==> src/rtl/fl_ctrl.sv <==
`default_nettype none
`timescale 1ns/1ps
// ============================================================================
// Module   : fl_ctrl
// Brief    : Free-list controller for an R10000-style rename stage. Mirrors
//            the free-list head/tail pointers, stalls dispatch when no entry
//            is free or no checkpoint is left, and keeps a circular stack of
//            per-branch head checkpoints that a mispredict restores in one
//            rollback cycle.
// Revision : 1.0 - initial release
// ============================================================================
module fl_ctrl #(
    parameter int NUM_FL = 32,
    parameter int NUM_BR = 4
) (
    input  logic                        clock,
    input  logic                        reset,
    input  logic                        disp_req,
    input  logic                        disp_dest,
    input  logic                        disp_br,
    output logic                        disp_ack,
    output logic [$clog2(NUM_BR)-1:0]   disp_br_tag,
    input  logic                        ret_req,
    input  logic                        br_resolve,
    input  logic                        br_mispredict,
    input  logic [$clog2(NUM_BR)-1:0]   br_tag,
    output logic                        dispatch_en,
    output logic                        retire_en,
    output logic                        rollback_en,
    output logic [$clog2(NUM_FL)-1:0]   FL_rollback_idx,
    output logic [$clog2(NUM_FL):0]     free_cnt,
    output logic                        br_full
);

    localparam int c_fl_aw  = $clog2(NUM_FL);
    localparam int c_ptr_w  = c_fl_aw + 1;
    localparam int c_br_w   = $clog2(NUM_BR);

    typedef enum logic [0:0] {
        ST_IDLE     = 1'b0,
        ST_ROLLBACK = 1'b1
    } state_t;

    state_t                 r_state;
    logic [c_ptr_w-1:0]     r_head_x;
    logic [c_ptr_w-1:0]     r_tail_x;
    logic [c_ptr_w-1:0]     r_free_cnt;
    logic [c_ptr_w-1:0]     r_rb_idx;
    logic [c_ptr_w-1:0]     r_ck_head_x [NUM_BR];
    logic [NUM_BR-1:0]      r_ck_valid;
    logic [c_br_w-1:0]      r_ck_old;
    logic [c_br_w-1:0]      r_ck_new;

    logic                   w_mis_valid;
    logic                   w_res_valid;
    logic                   w_push;
    logic [c_br_w-1:0]      w_dist;
    logic [c_br_w:0]        w_span;
    logic [NUM_BR-1:0]      w_kill;
    logic [c_ptr_w-1:0]     w_head_nxt;
    logic [c_ptr_w-1:0]     w_tail_nxt;
    logic [c_ptr_w-1:0]     w_ck_val;

    // Handshake and free-list strobes, all combinational in the current cycle
    always_comb begin
        br_full     = r_ck_valid[r_ck_new];
        w_mis_valid = br_mispredict & r_ck_valid[br_tag];
        w_res_valid = br_resolve & r_ck_valid[br_tag];
        disp_ack    = disp_req & (r_state == ST_IDLE) & ~br_mispredict
                    & ~(disp_dest & (r_free_cnt == '0))
                    & ~(disp_br & br_full);
        dispatch_en = disp_ack & disp_dest;
        retire_en   = ret_req;
        w_push      = disp_ack & disp_br;
        disp_br_tag = r_ck_new;
        w_ck_val    = r_head_x + {{(c_ptr_w-1){1'b0}}, disp_dest};
    end

    // Entries from the mispredicted tag up to the youngest are squashed; a
    // zero distance can only mean a full stack, so it spans every entry
    always_comb begin
        w_dist = r_ck_new - br_tag;
        w_span = (w_dist == '0) ? (c_br_w+1)'(NUM_BR) : {1'b0, w_dist};
        w_kill = '0;
        for (int i = 0; i < NUM_BR; i++) begin
            w_kill[i] = w_mis_valid && ({1'b0, c_br_w'(i) - br_tag} < w_span);
        end
    end

    // Next pointer values; retire always applies, rollback overrides dispatch
    always_comb begin
        w_tail_nxt = r_tail_x + {{(c_ptr_w-1){1'b0}}, retire_en};
        if (r_state == ST_ROLLBACK) begin
            w_head_nxt = r_rb_idx;
        end else if (dispatch_en) begin
            w_head_nxt = r_head_x + {{(c_ptr_w-1){1'b0}}, 1'b1};
        end else begin
            w_head_nxt = r_head_x;
        end
    end

    // Pointer mirror and registered free count
    always_ff @(posedge clock) begin
        if (reset) begin
            r_head_x   <= '0;
            r_tail_x   <= c_ptr_w'(NUM_FL);
            r_free_cnt <= c_ptr_w'(NUM_FL);
        end else begin
            r_head_x   <= w_head_nxt;
            r_tail_x   <= w_tail_nxt;
            r_free_cnt <= w_tail_nxt - w_head_nxt;
        end
    end

    // Checkpoint stack: allocate at ck_new, clear on resolve/squash, and let
    // ck_old walk over cleared entries at the oldest end
    always_ff @(posedge clock) begin
        if (reset) begin
            r_ck_valid <= '0;
            r_ck_old   <= '0;
            r_ck_new   <= '0;
            for (int i = 0; i < NUM_BR; i++) begin
                r_ck_head_x[i] <= '0;
            end
        end else begin
            for (int i = 0; i < NUM_BR; i++) begin
                if (w_kill[i]) begin
                    r_ck_valid[i] <= 1'b0;
                end else if (w_res_valid && (br_tag == c_br_w'(i))) begin
                    r_ck_valid[i] <= 1'b0;
                end else if (w_push && (r_ck_new == c_br_w'(i))) begin
                    r_ck_valid[i]  <= 1'b1;
                    r_ck_head_x[i] <= w_ck_val;
                end
            end
            if (w_mis_valid) begin
                r_ck_new <= br_tag;
            end else if (w_push) begin
                r_ck_new <= r_ck_new + 1'b1;
            end
            if (!r_ck_valid[r_ck_old] && ((r_ck_old != r_ck_new) || (|r_ck_valid))) begin
                r_ck_old <= r_ck_old + 1'b1;
            end
        end
    end

    // Rollback sequencer: one ROLLBACK cycle per valid mispredict
    always_ff @(posedge clock) begin
        if (reset) begin
            r_state  <= ST_IDLE;
            r_rb_idx <= '0;
        end else begin
            case (r_state)
                ST_IDLE: begin
                    if (w_mis_valid) begin
                        r_rb_idx <= r_ck_head_x[br_tag];
                        r_state  <= ST_ROLLBACK;
                    end
                end
                ST_ROLLBACK: begin
                    if (w_mis_valid) begin
                        r_rb_idx <= r_ck_head_x[br_tag];
                        r_state  <= ST_ROLLBACK;
                    end else begin
                        r_state  <= ST_IDLE;
                    end
                end
                default: r_state <= ST_IDLE;
            endcase
        end
    end

    assign rollback_en     = (r_state == ST_ROLLBACK);
    assign FL_rollback_idx = r_rb_idx[c_fl_aw-1:0];
    assign free_cnt        = r_free_cnt;

endmodule
`default_nettype wire

==> config.mk <==
export PLATFORM = sky130hd
export DESIGN_NAME = fl_ctrl
export DESIGN_NICKNAME = d
export VERILOG_FILES = /design/src/rtl/fl_ctrl.sv
export SDC_FILE = /design/constraint.sdc
export NUM_CORES = 1
export LEC_CHECK = 0
export BUFFER_PORTS_ARGS = -buffer_cell sky130_fd_sc_hd__buf_2
export CORE_ASPECT_RATIO = 1.2
export CORE_MARGIN = 4
export CORE_UTILIZATION = 53
export DETAILED_ROUTE_END_ITERATION = 8
export GPL_TIMING_DRIVEN = 0
export PLACE_DENSITY = 0.75
export SYNTH_ARGS = -nofsm -noshare
export SYNTH_HDL_FRONTEND = slang
export SYNTH_SLANG_ARGS = --single-unit
==> constraint.sdc <==
create_clock -name clock -period 2.7 [get_ports clock]
set_input_delay 0.135 -clock clock [delete_from_list [all_inputs] [get_ports clock]]
set_output_delay 0.135 -clock clock [all_outputs]
set_load 0.005 [all_outputs]
==> flow_metrics.tcl <==
set metrics [dict create \
    portBuffers 26 \
    start_util_pct 54.2 \
    synth_area_leaders "edfxtp_1, dfxtp_1, ha_1" \
    tightest_slew_ps 493 \
    core_sq_um 5630 \
    ys_seq_area_share_pct 43.9 \
    n_fill_cell 473 \
    ant_nets 0 \
    hold_viol_final 0 \
    grt_antenna_before_repair 0 \
    htreeDepth 2 \
    p_clk_share_pct 26.9 \
    dp_hpwl_um 4920 \
    die_area_sq_um 7040 \
    leakage_uw 0.00149 \
    whs_ps 52.8 \
    worst-endpoint-required_ps 2880 \
    drive_gt1_share_pct 27.1 \
    vdd_drop_max_mv 0.300 \
    design_area_sq_um 3510 \
    dr.pass1.iters 4 \
    viasPerCell 5.70 \
    drtIter0Drc 116 \
    yosysWarnings 0 \
    placed_cell_area_sq_um 3260 \
    grt_max_degree 18 \
    r2r_cells 12 \
    dp_cells 375 \
    stdcell_count 392 \
    swShare_pct 26.6 \
    fmax_mhz 324 \
    timing.final.ws_setup_ps -389 \
    pwr_density_cell_nw_per_um2 477 \
    cp_data_arrival_time_ps 3270 \
    synth.avg_cell_area_sq_um 10.7 \
    numCtsBuffers 5 \
    multiInputGateArea_sq_um 1630 \
    max_slew_margin_pct 67.1 \
    outcome "complete, but fails checks" \
    cts_buffer_depth 2 \
    syn_area_sq_um 3050 \
    maxCapViolCount 0 \
    start_kind "register" \
    path_class "reg2reg" \
    path_clk_slew_ps 90 \
    synth_top_flop_cell "dfxtp_1" \
    failed_checks "negative setup slack" \
    clock_latency_ps 300 \
    synth_top_area_share_pct 23.6 \
    period_share_pct 114 \
    num_antenna_cells 0 \
    gr-total-overflow 0 \
    finalWirelength_um 6450 \
    slew_violations 0 \
    wl_per_cell_um 16.4 \
    ys_types 44 \
    synth_nets 320 \
    cts_tree "yes" \
    root_buffer "clkbuf_8" \
    synth_area_leader_cell "edfxtp_1" \
    cts_hold_buf 0 \
    post-route-min-period_ps 3090 \
    num_rows 30 \
    hold_depth 2 \
    skew_ps 7.41 \
    synth-seq-cells 55 \
    p_seq_share_pct 55.3 \
    ios 28 \
    gp_congestion 0.806 \
    gr-usage-all-layers_pct 18.5 \
    power_frac_comb_pct 17.7 \
    register_area_sq_um 1350 \
    synth_edf_count 24 \
    rsz0062_at_grt "true" \
    fin_nets 362 \
    die_y_um 91.1 \
    die_w_um 77.3 \
    syn2layout_area_growth_pct 14.9 \
    path_max_fanout 5 \
    worstHoldPathType "in2reg" \
    setup_viol 5 \
    netSwitchingPower_uw 445 \
    fin_total_pwr_uw 1670 \
    first_global_vias 2284 \
    cts_sinks 55 \
    grt_pass1_wl_um 10300 \
    syn-instance-count 285 \
    drc 0 \
    vias 2235 \
    power.internal_uw 1230 \
    crit_path_end_kind "register" \
    async_flop_share_pct 0 \
]
==> per-layer routing <==
metal	global-route usage (%)	vias up	wire, um
met5	0	-	0
met3	3.47	21	222
met1	18.9	1077	2420
li1	-	1078	-
met4	9.50	0	238
met2	35.0	59	3560
==> synth_stat cells (3+ instances only) <==
cell / number
a21oi_1: 7
o21a_1: 3
ha_1: 24
mux4_2: 7
edfxtp_1: 24
xor2_1: 7
buf_4: 6
nand2_1: 16
o22ai_1: 6
o21ai_0: 3
nor2_1: 47
dfxtp_1: 31
and2_1: 6
mux2i_1: 12
a211oi_1: 7
inv_1: 17
nor2b_1: 3
buf_2: 5
xnor2_1: 10
a22o_1: 4
nand3_1: 12
==> cells by family after synthesis <==
group           after synthesis  synth area share [%]
simple gates                 96                  14.7
buf+inv                      32                  5.45
fa+ha+maj                    25                  10.5
xor+xnor                     18                  5.66
flops                        55                  43.9
compound gates               38                  9.43
mux                          21                  10.3
==> sequential cells by signal, indices dropped and copies added, names as in the netlist <==
register / cells
r_ck_valid: 4
free_cnt: 6
r_tail_x: 6
disp_br_tag: 2
r_ck_head_x: 24
r_rb_idx: 6
r_head_x: 6
rollback_en: 1
==> stage by stage <==
step,utilization [%],TNS [ps],setup slack (ps)
2_1_floorplan,-,-391,-309
3_5_place_dp,58.0,-4390,-672
6_report,62.3,-928,-389
5_1_grt,62.3,-2380,-538
4_1_cts,60.7,-1710,-499
3_3_place_gp,58.0,-1990,-588
==> power groups by stage <==
stage | logic, uW | clock network, uW | registers [uW]
floorplan | 187 | 0 | 940
global placement | 250 | 0 | 941
detailed placement | 261 | 0 | 944
CTS | 281 | 455 | 925
global route | 329 | 496 | 931
finish | 297 | 451 | 925
==> final cells by class <==
type,count,share of cell area (%)
timing repair buffer,35,5.74
inverter,17,1.82
sequential,55,38.4
multi-input combinational,198,46.3
clock buffer,5,1.96
tap,64,2.28
clock inverter,3,0.535
buffer,15,2.93
==> path summary, 6_finish.rpt <==
path,start,to,slack [ps]
worst max-delay path,free_cnt[2]$_SDFF_PP0_,free_cnt[5]$_SDFF_PP1_,-390
worst min-delay path,reset,free_cnt[3]$_SDFF_PP0_,50
worst max register to register,free_cnt[2]$_SDFF_PP0_,free_cnt[5]$_SDFF_PP1_,-390
worst min register to register,r_rb_idx[5]$_SDFFE_PP0P_,r_rb_idx[5]$_SDFFE_PP0P_,520
==> critical path, cell delays in order (launching register included) <==
cell,delay [ps]
dfxtp_2,330
or4b_4,550
o41ai_4,310
nor3_4,130
mux2_4,330
mux2i_4,180
ha_1,250
nor2b_4,130
o31a_1,260
o22ai_2,120
xor2_1,190
xnor2_1,130
nand2_1,70
==> cell usage in the layout (no fill, tap or decap), types with 7 or more instances in the layout <==
cell type	instances
buf_2	31
buf_4	14
dfxtp_1	29
edfxtp_1	24
ha_1	23
inv_1	17
mux2i_1	11
mux4_2	7
nand2_1	16
nand3_1	9
nor2_1	47
xnor2_1	9
xor2_1	7
==> repair_timing <==
item                                    4_1_cts  5_1_grt
endpoints found under the setup margin       46       51
setup buffers                                 6        3
resized for setup                             7       15
pin swaps                                     5        8
Power figures use the tool's default switching activity.
